===== config.mk =====
export PLATFORM = sky130hd
export DESIGN_NAME = video_pixel_gen
export DESIGN_NICKNAME = d
export VERILOG_FILES = /design/src/rtl/video_pkg.sv /design/src/rtl/video_pixel_gen_shifter.sv /design/src/rtl/video_pixel_gen.sv
export SDC_FILE = /design/constraint.sdc
export NUM_CORES = 1
export LEC_CHECK = 0
export BUFFER_PORTS_ARGS = -buffer_cell sky130_fd_sc_hd__buf_2
export CAP_MARGIN = 20
export CORE_UTILIZATION = 50
export CTS_CLUSTER_SIZE = 8
export DETAILED_ROUTE_END_ITERATION = 16
export GPL_TIMING_DRIVEN = 0
export PLACE_DENSITY_LB_ADDON = 0.15
export SLEW_MARGIN = 15
export SYNTH_ARGS = -nofsm -noshare
export SYNTH_HDL_FRONTEND = slang
export SYNTH_SLANG_ARGS = --single-unit

===== constraint.sdc =====
create_clock -name clk_i -period 2 [get_ports clk_i]
set_input_delay 0.2 -clock clk_i [delete_from_list [all_inputs] [get_ports clk_i]]
set_output_delay 0.2 -clock clk_i [all_outputs]
set_load 0.03 [all_outputs]

===== src/rtl/video_pkg.sv =====
// video_pkg: FSM encoding, column-mode offset widths and ROM address helper
package video_pkg;
  typedef enum logic [1:0] {IDLE, VRAM, ROM, READY} state_t;
  localparam int OFF40_W = 10;
  localparam int OFF80_W = 11;
  function automatic logic [7:0] rom_char(input logic gfx, input logic [7:0] code);
    return {gfx, code[6:0]};
  endfunction
endpackage


===== src/rtl/video_pixel_gen_shifter.sv =====
// video_shifter: pixel shift register with latched invert/enable and registered video output
module video_shifter #(
  parameter int CHAR_WIDTH = 8
) (
  input  logic                  clk_i,
  input  logic                  reset_i,
  input  logic                  load_i,
  input  logic                  shift_i,
  input  logic [CHAR_WIDTH-1:0] data_i,
  input  logic                  inv_i,
  input  logic                  de_i,
  output logic                  video_o
);
  logic [CHAR_WIDTH-1:0] sh_q;
  logic inv_q, de_q, video_q;
  always_ff @(posedge clk_i or posedge reset_i)
    if (reset_i) begin
      sh_q    <= '0;
      inv_q   <= 1'b0;
      de_q    <= 1'b0;
      video_q <= 1'b0;
    end else begin
      sh_q    <= load_i ? data_i : shift_i ? {sh_q[CHAR_WIDTH-2:0], 1'b0} : sh_q;
      inv_q   <= load_i ? inv_i : inv_q;
      de_q    <= load_i ? de_i : de_q;
      video_q <= de_q & (sh_q[CHAR_WIDTH-1] ^ inv_q);
    end
  assign video_o = video_q;
endmodule


===== src/rtl/video_pixel_gen.sv =====
// video_pixel_gen: fetches character code then ROM row per slot and serialises pixels one slot later
module video_pixel_gen
  import video_pkg::*;
#(
  parameter int                 CHAR_WIDTH = 8,
  parameter int                 ROW_BITS   = 3,
  parameter int                 VRAM_AW    = 17,
  parameter logic [VRAM_AW-1:0] VRAM_BASE  = 17'h08000,
  parameter int                 ROM_AW     = 11
) (
  input  logic                  clk_i,
  input  logic                  reset_i,
  input  logic                  char_en_i,
  input  logic                  pix_en_i,
  input  logic                  cols80_i,
  input  logic                  gfx_i,
  input  logic                  de_i,
  input  logic [13:0]           ma_i,
  input  logic [4:0]            ra_i,
  output logic                  vram_req_o,
  output logic [VRAM_AW-1:0]    vram_addr_o,
  input  logic                  vram_ack_i,
  input  logic [7:0]            vram_data_i,
  output logic                  rom_req_o,
  output logic [ROM_AW-1:0]     rom_addr_o,
  input  logic                  rom_ack_i,
  input  logic [CHAR_WIDTH-1:0] rom_data_i,
  output logic                  video_o,
  output logic                  underrun_o
);
  state_t state_q, state_d;
  logic cap_de_q, cap_de_d, gfx_q, gfx_d, hold_q, hold_d, inv_q, inv_d;
  logic pend_inv_q, pend_inv_d, pend_de_q, pend_de_d, under_q, under_d;
  logic [ROW_BITS-1:0] row_q, row_d;
  logic [VRAM_AW-1:0] vaddr_q, vaddr_d, offset;
  logic [ROM_AW-1:0] raddr_q, raddr_d;
  logic [CHAR_WIDTH-1:0] pend_q, pend_d;
  logic late;
  logic unused_bits;
  assign unused_bits = ^{ma_i[13:OFF80_W], ra_i[4:ROW_BITS]};
  assign late   = char_en_i && (state_q == VRAM || state_q == ROM);
  assign offset = cols80_i ? VRAM_AW'(ma_i[OFF80_W-1:0]) : VRAM_AW'(ma_i[OFF40_W-1:0]);
  // hold_q keeps the request low for one cycle after an abandoned fetch
  always_comb begin
    state_d    = state_q;
    cap_de_d   = cap_de_q;
    gfx_d      = gfx_q;
    row_d      = row_q;
    hold_d     = 1'b0;
    inv_d      = inv_q;
    vaddr_d    = vaddr_q;
    raddr_d    = raddr_q;
    pend_d     = pend_q;
    pend_inv_d = pend_inv_q;
    pend_de_d  = pend_de_q;
    under_d    = late;
    if (char_en_i) begin
      cap_de_d   = de_i;
      gfx_d      = gfx_i;
      row_d      = ra_i[ROW_BITS-1:0];
      vaddr_d    = VRAM_BASE + offset;
      pend_d     = '0;
      pend_inv_d = 1'b0;
      pend_de_d  = 1'b0;
      hold_d     = late && de_i;
      state_d    = de_i ? VRAM : READY;
    end else if (state_q == VRAM && !hold_q && vram_ack_i) begin
      inv_d   = vram_data_i[7];
      raddr_d = {rom_char(gfx_q, vram_data_i), row_q};
      state_d = ROM;
    end else if (state_q == ROM && rom_ack_i) begin
      pend_d     = rom_data_i;
      pend_inv_d = inv_q;
      pend_de_d  = cap_de_q;
      state_d    = READY;
    end
  end
  always_ff @(posedge clk_i or posedge reset_i)
    if (reset_i) begin
      state_q    <= IDLE;
      cap_de_q   <= 1'b0;
      gfx_q      <= 1'b0;
      row_q      <= '0;
      hold_q     <= 1'b0;
      inv_q      <= 1'b0;
      vaddr_q    <= '0;
      raddr_q    <= '0;
      pend_q     <= '0;
      pend_inv_q <= 1'b0;
      pend_de_q  <= 1'b0;
      under_q    <= 1'b0;
    end else begin
      state_q    <= state_d;
      cap_de_q   <= cap_de_d;
      gfx_q      <= gfx_d;
      row_q      <= row_d;
      hold_q     <= hold_d;
      inv_q      <= inv_d;
      vaddr_q    <= vaddr_d;
      raddr_q    <= raddr_d;
      pend_q     <= pend_d;
      pend_inv_q <= pend_inv_d;
      pend_de_q  <= pend_de_d;
      under_q    <= under_d;
    end
  assign vram_req_o  = state_q == VRAM && !hold_q;
  assign rom_req_o   = state_q == ROM;
  assign vram_addr_o = vaddr_q;
  assign rom_addr_o  = raddr_q;
  assign underrun_o  = under_q;
  video_shifter #(.CHAR_WIDTH(CHAR_WIDTH)) u_shifter (
    .clk_i   (clk_i),
    .reset_i (reset_i),
    .load_i  (char_en_i),
    .shift_i (pix_en_i),
    .data_i  (late ? '0 : pend_q),
    .inv_i   (!late && pend_inv_q),
    .de_i    (!late && pend_de_q),
    .video_o (video_o)
  );
endmodule


==> qor.txt, run 1 <==
======================================================================================================
Core Region .............................................................................     4414 um2
Final Max Slew Viols ....................................................................            0
Hold buffer count at CTS ................................................................            1
Layout cells sized above 1 ..............................................................       0.4449
Leakage power summed over all cells .....................................................  0.001415 uW
Final net count .........................................................................          308
I/O pin total ...........................................................................           76
Setup tns final .........................................................................         0 ps
Clock Sink Count ........................................................................           54
Register area share after synthesis .....................................................       0.5778
Distinct cell type count of the synthesized netlist .....................................           30
Routability congestion estimate from global placement ...................................       0.7905
Pin count of the biggest net entering global routing ....................................           37
Final Critical Period ...................................................................      1555 ps
Iteration-0 DRC count of the detailed router ............................................          116
Latest clock arrival within the worst-skew pair .........................................       310 ps
Synthesized area per cell ...............................................................    12.64 um2
Worst hold endpoint .....................................................................   state_q[1]
Data arrival time of the worst path .....................................................      1350 ps
Area of the mapped netlist ..............................................................     2338 um2
Number of setup buffers added after CTS .................................................            0
Count of final setup violators ..........................................................            0
Worst hold slack across all endpoints ...................................................     68.14 ps
Area after DPL ..........................................................................     2759 um2
Max VDD drop ............................................................................    0.6044 mV
Top-area cell type share of the netlist area ............................................       0.5778
Number of maximum-capacitance constraint violations .....................................            0
Buffers from clock root to sink, at most ................................................            2
Remaining antenna violation count after routing .........................................            0
Cells taking the most area after synthesis .............................................. sky130_fd_sc_hd__dfrtp_1, sky130_fd_sc_hd__mux2_2, sky130_fd_sc_hd__mux2_4
CTS-repair resized insts ................................................................            0
Root buffer cell ........................................................................ sky130_fd_sc_hd__clkbuf_8
Detailed-placement wirelength estimate ..................................................     3.200 mm
Hold-critical path depth ................................................................            2
Die outline width .......................................................................     70.39 um
Number of buffers inserted by port buffering ............................................           64
Final hold violation count ..............................................................            0
Clock tree from TritonCTS ...............................................................        built
Die area ................................................................................     4955 um2
CP endpoint kind ........................................................................  output port
Result of the run ....................................................................... finished clean
Category of the most critical setup path ................................................ flip-flop to output port
FF-to-FF setup slack ....................................................................       480 ps
Final total power .......................................................................      2699 uW
Via-to-Cell Ratio .......................................................................        5.108
Number of placement rows ................................................................           24
Final cycle utilization of the critical path ............................................       0.7775
Final core utilization ..................................................................       0.6522
Routed wire length ......................................................................     4.448 mm
Reg2reg start ...........................................................................   state_q[1]
All-Layer GR Usage ......................................................................       0.1933
Critical Path Fanout Max ................................................................            3
Worst Reg-to-Reg Cells ..................................................................            6
Cell area after layout ..................................................................     2879 um2
Fillcell total ..........................................................................          369
Die height ..............................................................................     70.39 um
Via count ...............................................................................        1,609
Reg-to-reg critical path endpoint ....................................................... rom_addr_o[10]
Count of antenna diodes in the layout ...................................................            0
Gr ovfl total ...........................................................................            0
Fmax achieved ...........................................................................    643.1 MHz
Cell type contributing the most total cell area after synthesis ......................... sky130_fd_sc_hd__dfrtp_1
Number of iterations in the first detailed-routing pass .................................            4
DRC violations left .....................................................................            0
Vias in the first global route ..........................................................        1,594
CTS buffer count ........................................................................            5
Clock Skews .............................................................................     3.779 ps
Routed wire length per instance .........................................................     14.12 um
Startpoint Class ........................................................................    flip-flop
Cell count after synthesis ..............................................................          185
Cell Pwr Density ........................................................................ 937.3 nW/um2
Required time at the endpoint of the critical path ......................................      1800 ps
Initial core utilization ................................................................       0.5298
Origin of the worst min-delay path ......................................................         de_i
Flip-flop and latch count after synthesis ...............................................           54
First-pass GRT wire length ..............................................................     7.403 mm
Clock H-tree levels .....................................................................            2
Number of antenna violations at the first check in global routing .......................            0
Unrepaired setup endpoints after global routing .........................................           no
Worst min-delay path category ........................................................... primary input to flip-flop
Area added between synthesis and finish .................................................       23.11%
Synthesis Warnings ......................................................................            0
Clock transition at the register clock pins on the worst setup and hold paths after CTS .        90 ps
======================================================================================================
layout make-up:
type	instances	area, um2	area share
multi-input cells	111	842.1	0.2925
repair buffers	66	350.3	0.1217
plain buffers	18	137.6	0.04781
clock inverters	2	37.54	0.01304
flip-flops and latches	54	1351	0.4694
clock buffers	6	72.57	0.02521
inverters	6	22.52	0.007823
well taps	52	65.06	0.02260
per-stage QoR:
step | std cells | setup WS [ps]
6_report | 315 | 445.0
5_1_grt | 315 | 345.7
4_1_cts | 315 | 442.6
3_5_place_dp | 306 | 495.6
3_3_place_gp | 305 | -226.3
2_1_floorplan | 189 | 485.4
worst max-delay path, stage by stage (launching register included):
cell	delay, ps
sky130_fd_sc_hd__dfrtp_1	420
sky130_fd_sc_hd__inv_1	60
sky130_fd_sc_hd__ha_1	210
sky130_fd_sc_hd__nor2b_1	150
sky130_fd_sc_hd__buf_2	200
synthesized netlist by cell type:
| library cell | n |
|---|---|
| sky130_fd_sc_hd__ha_1 | 2 |
| sky130_fd_sc_hd__buf_12 | 1 |
| sky130_fd_sc_hd__nor2_1 | 4 |
| sky130_fd_sc_hd__mux2_4 | 10 |
| sky130_fd_sc_hd__nand3b_4 | 1 |
| sky130_fd_sc_hd__o21ai_0 | 18 |
| sky130_fd_sc_hd__o21ai_1 | 2 |
| sky130_fd_sc_hd__mux2i_1 | 8 |
| sky130_fd_sc_hd__xnor2_1 | 1 |
| sky130_fd_sc_hd__nand2_1 | 10 |
| sky130_fd_sc_hd__mux2_2 | 16 |
| sky130_fd_sc_hd__and3b_1 | 1 |
| sky130_fd_sc_hd__nor2b_1 | 2 |
| sky130_fd_sc_hd__nand4_1 | 9 |
| sky130_fd_sc_hd__nand3_1 | 4 |
| sky130_fd_sc_hd__buf_6 | 3 |
| sky130_fd_sc_hd__or2_2 | 1 |
| sky130_fd_sc_hd__a32oi_1 | 1 |
| sky130_fd_sc_hd__a21oi_1 | 10 |
| sky130_fd_sc_hd__nor2_4 | 1 |
| sky130_fd_sc_hd__nand2b_1 | 3 |
| sky130_fd_sc_hd__o21bai_1 | 1 |
| sky130_fd_sc_hd__conb_1 | 1 |
| sky130_fd_sc_hd__dfrtp_1 | 54 |
| sky130_fd_sc_hd__clkbuf_1 | 3 |
| sky130_fd_sc_hd__clkbuf_2 | 1 |
| sky130_fd_sc_hd__inv_1 | 6 |
| sky130_fd_sc_hd__buf_2 | 3 |
| sky130_fd_sc_hd__buf_4 | 7 |
| sky130_fd_sc_hd__and2_1 | 1 |
registers in the layout (all words and copies together), names as in the netlist, 2 cells and up:
name / cells
pend_q: 8
state_q: 2
vram_addr_o: 12
rom_addr_o: 11
row_q: 3
u_shifter.sh_q: 8
routing by layer:
| layer | part of all wire | vias to the layer above | routed length (um) | track usage |
|---|---|---|---|---|
| li1 | - | 778 | - | - |
| met1 | 0.46 | 773 | 2045 | 0.2651 |
| met2 | 0.47 | 53 | 2086 | 0.2963 |
| met3 | 0.058 | 5 | 259 | 0.05195 |
| met4 | 0.013 | 0 | 57 | 0.06667 |
| met5 | 0 | - | 0 | 0 |
layout by cell type (no fill, tap or decap), drive strengths merged, types with 4 or more instances in the layout:
cell type and n:
nand4 9, nand2 10, a21oi 10, mux2i 8, conb 5, inv 6
dfrtp 54, buf 79, clkbuf 10, nand3 4, mux2 26, nor2 5
o21ai 20
kinds of logic (layout without fill, tap and decap cells):
family,count (synthesis),in the layout,synth area share
AND/OR/NAND/NOR,37,37,0.09096
AO/OA/AOI/OAI,32,32,0.07117
other,1,5,0.001604
multiplexers,34,34,0.1755
XOR/XNOR,1,1,0.003746
flip-flops,54,54,0.5779
buffers and inverters,24,98,0.06848
adder cells (fa/ha/maj),2,2,0.01070
power breakdown:
part	internal, uW	switching, uW	total [uW]	leakage [uW]
clock network	374	354	727	0.0000514
logic	278	405	683	0.000683
registers	1220	68.3	1290	0.000681
total	1870	827	2700	0.00142
how the worst max path moves through the flow:
stage | startpoint | endpoint | cells after the start
after global routing | state_q[0] | u_shifter.sh_q[0] | 6
after detailed placement | state_q[1] | rom_addr_o[6] | 6
after floorplan | reset_i | cap_de_q | 1
final | state_q[1] | vram_req_o | 4
after CTS | state_q[1] | vram_req_o | 4
after global placement | reset_i | rom_addr_o[7] | 2
Power figures use the tool's default switching activity.
==> inputs of run 2 (changes only) <==
==> constraint.sdc (replaced) <==
create_clock -name clk_i -period 1.5 [get_ports clk_i]
set_input_delay 0.15 -clock clk_i [delete_from_list [all_inputs] [get_ports clk_i]]
set_output_delay 0.15 -clock clk_i [all_outputs]
set_load 0.03 [all_outputs]
==> qor.txt, run 2 (synthesis results as in run 1) <==
======================================================================================================
Result of the run ....................................................................... finished clean
Worst-path cell chain ................................................................... inv_1 > ha_2 > nand3b_4 > nor2_4 > buf_12 > mux2_4
Category of the most critical setup path ................................................ flip-flop to flip-flop
CP startpoint ...........................................................................   state_q[1]
Initial core utilization ................................................................       0.5298   unchanged
CP top delay family .....................................................................   flip-flops
Area added between synthesis and finish .................................................       23.54%
CTS buffer count ........................................................................            5   unchanged
Routed wire length ......................................................................     4.462 mm   +0.31%
Number of iterations in the first detailed-routing pass .................................            4   unchanged
CP endpoint kind ........................................................................    flip-flop
Required time at the endpoint of the critical path ......................................      1690 ps   -110 ps
Final net count .........................................................................          308   unchanged
Critical Path Fanout Max ................................................................           10   +7
Clock Skews .............................................................................     2.538 ps   -1.241 ps
Count of antenna diodes in the layout ...................................................            0   unchanged
Commonest non-fill, non-tap cell in the layout .......................................... sky130_fd_sc_hd__buf_2
Number of antenna violations at the first check in global routing .......................            0   unchanged
Maximum single-stage delay on the critical path .........................................       410 ps   about the same
Number of flip-flops under the largest register name ....................................           12   unchanged
Number of placement rows ................................................................           24   unchanged
Number of buffers inserted by port buffering ............................................           64   unchanged
Worst min-delay path category ........................................................... primary input to flip-flop
Pin count of the biggest net entering global routing ....................................           37   unchanged
Highest-count cells in the layout ignoring fill and taps ................................ sky130_fd_sc_hd__buf_2, sky130_fd_sc_hd__dfrtp_1, sky130_fd_sc_hd__o21ai_0, sky130_fd_sc_hd__mux2_2
Slowest cell on the critical path ....................................................... sky130_fd_sc_hd__dfrtp_1
Layout Cells excl Fill ..................................................................          315   unchanged
Vias in the first global route ..........................................................        1,594   unchanged
Final hold violation count ..............................................................            0   unchanged
Fmax achieved ...........................................................................    672.1 MHz
Root buffer cell ........................................................................ sky130_fd_sc_hd__clkbuf_8
Fillcell total ..........................................................................          368   -0.27%
Routability congestion estimate from global placement ...................................       0.7905   unchanged
Leakage power summed over all cells .....................................................  0.001422 uW   +0.48%
Latest clock arrival within the worst-skew pair .........................................       300 ps   about the same
Final Max Slew Viols ....................................................................            0   unchanged
Routed wire length per instance .........................................................     14.17 um   +0.31%
Setup tns final .........................................................................         0 ps   unchanged
Reg2reg start ...........................................................................   state_q[1]
Data arrival time of the worst path .....................................................      1680 ps   +330 ps
Final core utilization ..................................................................       0.6545   +0.002267
Number of maximum-capacitance constraint violations .....................................            0   unchanged
Final cycle utilization of the critical path ............................................       0.9919
Die outline width .......................................................................     70.39 um   unchanged
Core Region .............................................................................     4414 um2   unchanged
DRC violations left .....................................................................            0   unchanged
Cell Pwr Density ........................................................................  1244 nW/um2   +33%
Layout cells sized above 1 ..............................................................       0.4563   +0.01141
Origin of the worst min-delay path ......................................................         de_i
Buffers from clock root to sink, at most ................................................            2   unchanged
Cells after DPL .........................................................................          306   unchanged
Final Critical Period ...................................................................      1488 ps
Via count ...............................................................................        1,615   +0.37%
First-pass GRT wire length ..............................................................     7.403 mm   unchanged
Setup WS pre-CTS ........................................................................    -4.371 ps   -500.0 ps
Max VDD drop ............................................................................    0.8052 mV   +33%
Startpoint Class ........................................................................    flip-flop
Gr ovfl total ...........................................................................            0   unchanged
Die height ..............................................................................     70.39 um   unchanged
Clock H-tree levels .....................................................................            2   unchanged
Remaining antenna violation count after routing .........................................            0   unchanged
Worst path buffer plus inverter count ...................................................            2   unchanged
Die area ................................................................................     4955 um2   unchanged
Final setup slack of the worst path .....................................................     12.11 ps   -432.9 ps
Iteration-0 DRC count of the detailed router ............................................          129   +11%
All-Layer GR Usage ......................................................................       0.1933   unchanged
Detailed-placement wirelength estimate ..................................................     3.200 mm   unchanged
Clock Sink Count ........................................................................           54   unchanged
Clock transition at the register clock pins on the worst setup and hold paths after CTS .        90 ps   about the same
Unrepaired setup endpoints after global routing .........................................          yes
Via-to-Cell Ratio .......................................................................        5.127   +0.37%
I/O pin total ...........................................................................           76   unchanged
Clock tree from TritonCTS ...............................................................        built
Count of final setup violators ..........................................................            0   unchanged
======================================================================================================
[run 2: final timing paths]
kind	to	cells after the start	slack, ps
min in group asynchronous	vram_addr_o[9]	3	390
worst min register to register	vram_addr_o[15]	1	470
worst max-delay path	rom_addr_o[10]	6	10
max in group asynchronous	u_shifter.sh_q[6]	4	590
worst max register to register	rom_addr_o[10]	6	10
worst min-delay path	state_q[1]	2	30
[run 2: power breakdown]
| part | leakage [uW] | internal [uW] | total [uW] | switching [uW] |
|---|---|---|---|---|
| Clock | 0.0000514 | 498 | 963 | 465 |
| Sequential | 0.000681 | 1630 | 1720 | 91.1 |
| Combinational | 0.000690 | 374 | 913 | 539 |
[run 2: what timing repair did]
action,in CTS,in global routing
endpoints found under the hold margin,18,0
endpoints found under the setup margin,14,22
setup buffers,0,1
hold buffers,1,0
gates resized for setup,1,4
[run 2: final cells by class]
class                           instances  area [um2]  share of cell area
Buffer                                 17       135.1             0.04677
Clock buffer                            6       72.57             0.02512
Clock inverter                          2       37.54             0.01299
Inverter                                6       22.52            0.007796
Multi-Input combinational cell        111       844.6              0.2923
Sequential cell                        54        1351              0.4677
Tap cell                               52       65.06             0.02252
Timing Repair Buffer                   67       360.3              0.1247
[run 2: worst reg2reg max path, delay by kind of cell (launching register included)]
family                     cells  cell delay (ps)
and+or+nand+nor                2              230
buffers and inverters          2              230
adders and majority gates      1              200
muxes                          1              310
DFF                            1              410
[run 2: metrics by stage]
step	cell area [um2]	total power, uW	hold slack [ps]
after floorplan	2354	2383	228.7
after global placement	2739	2636	348.5
after detailed placement	2759	2663	170.1
after CTS	2878	3620	20.77
after global routing	2889	3757	18.54
final	2889	3594	26.14
[run 2: routing by layer]
layer / vias up / share of wire / track usage / wire [um]
met5: - / 0 / 0 / 0
li1: 780 / - / - / -
met4: 0 / 0.0085 / 0.06667 / 38
met1: 781 / 0.46 / 0.2651 / 2051
met2: 50 / 0.48 / 0.2963 / 2150
met3: 4 / 0.050 / 0.05195 / 222
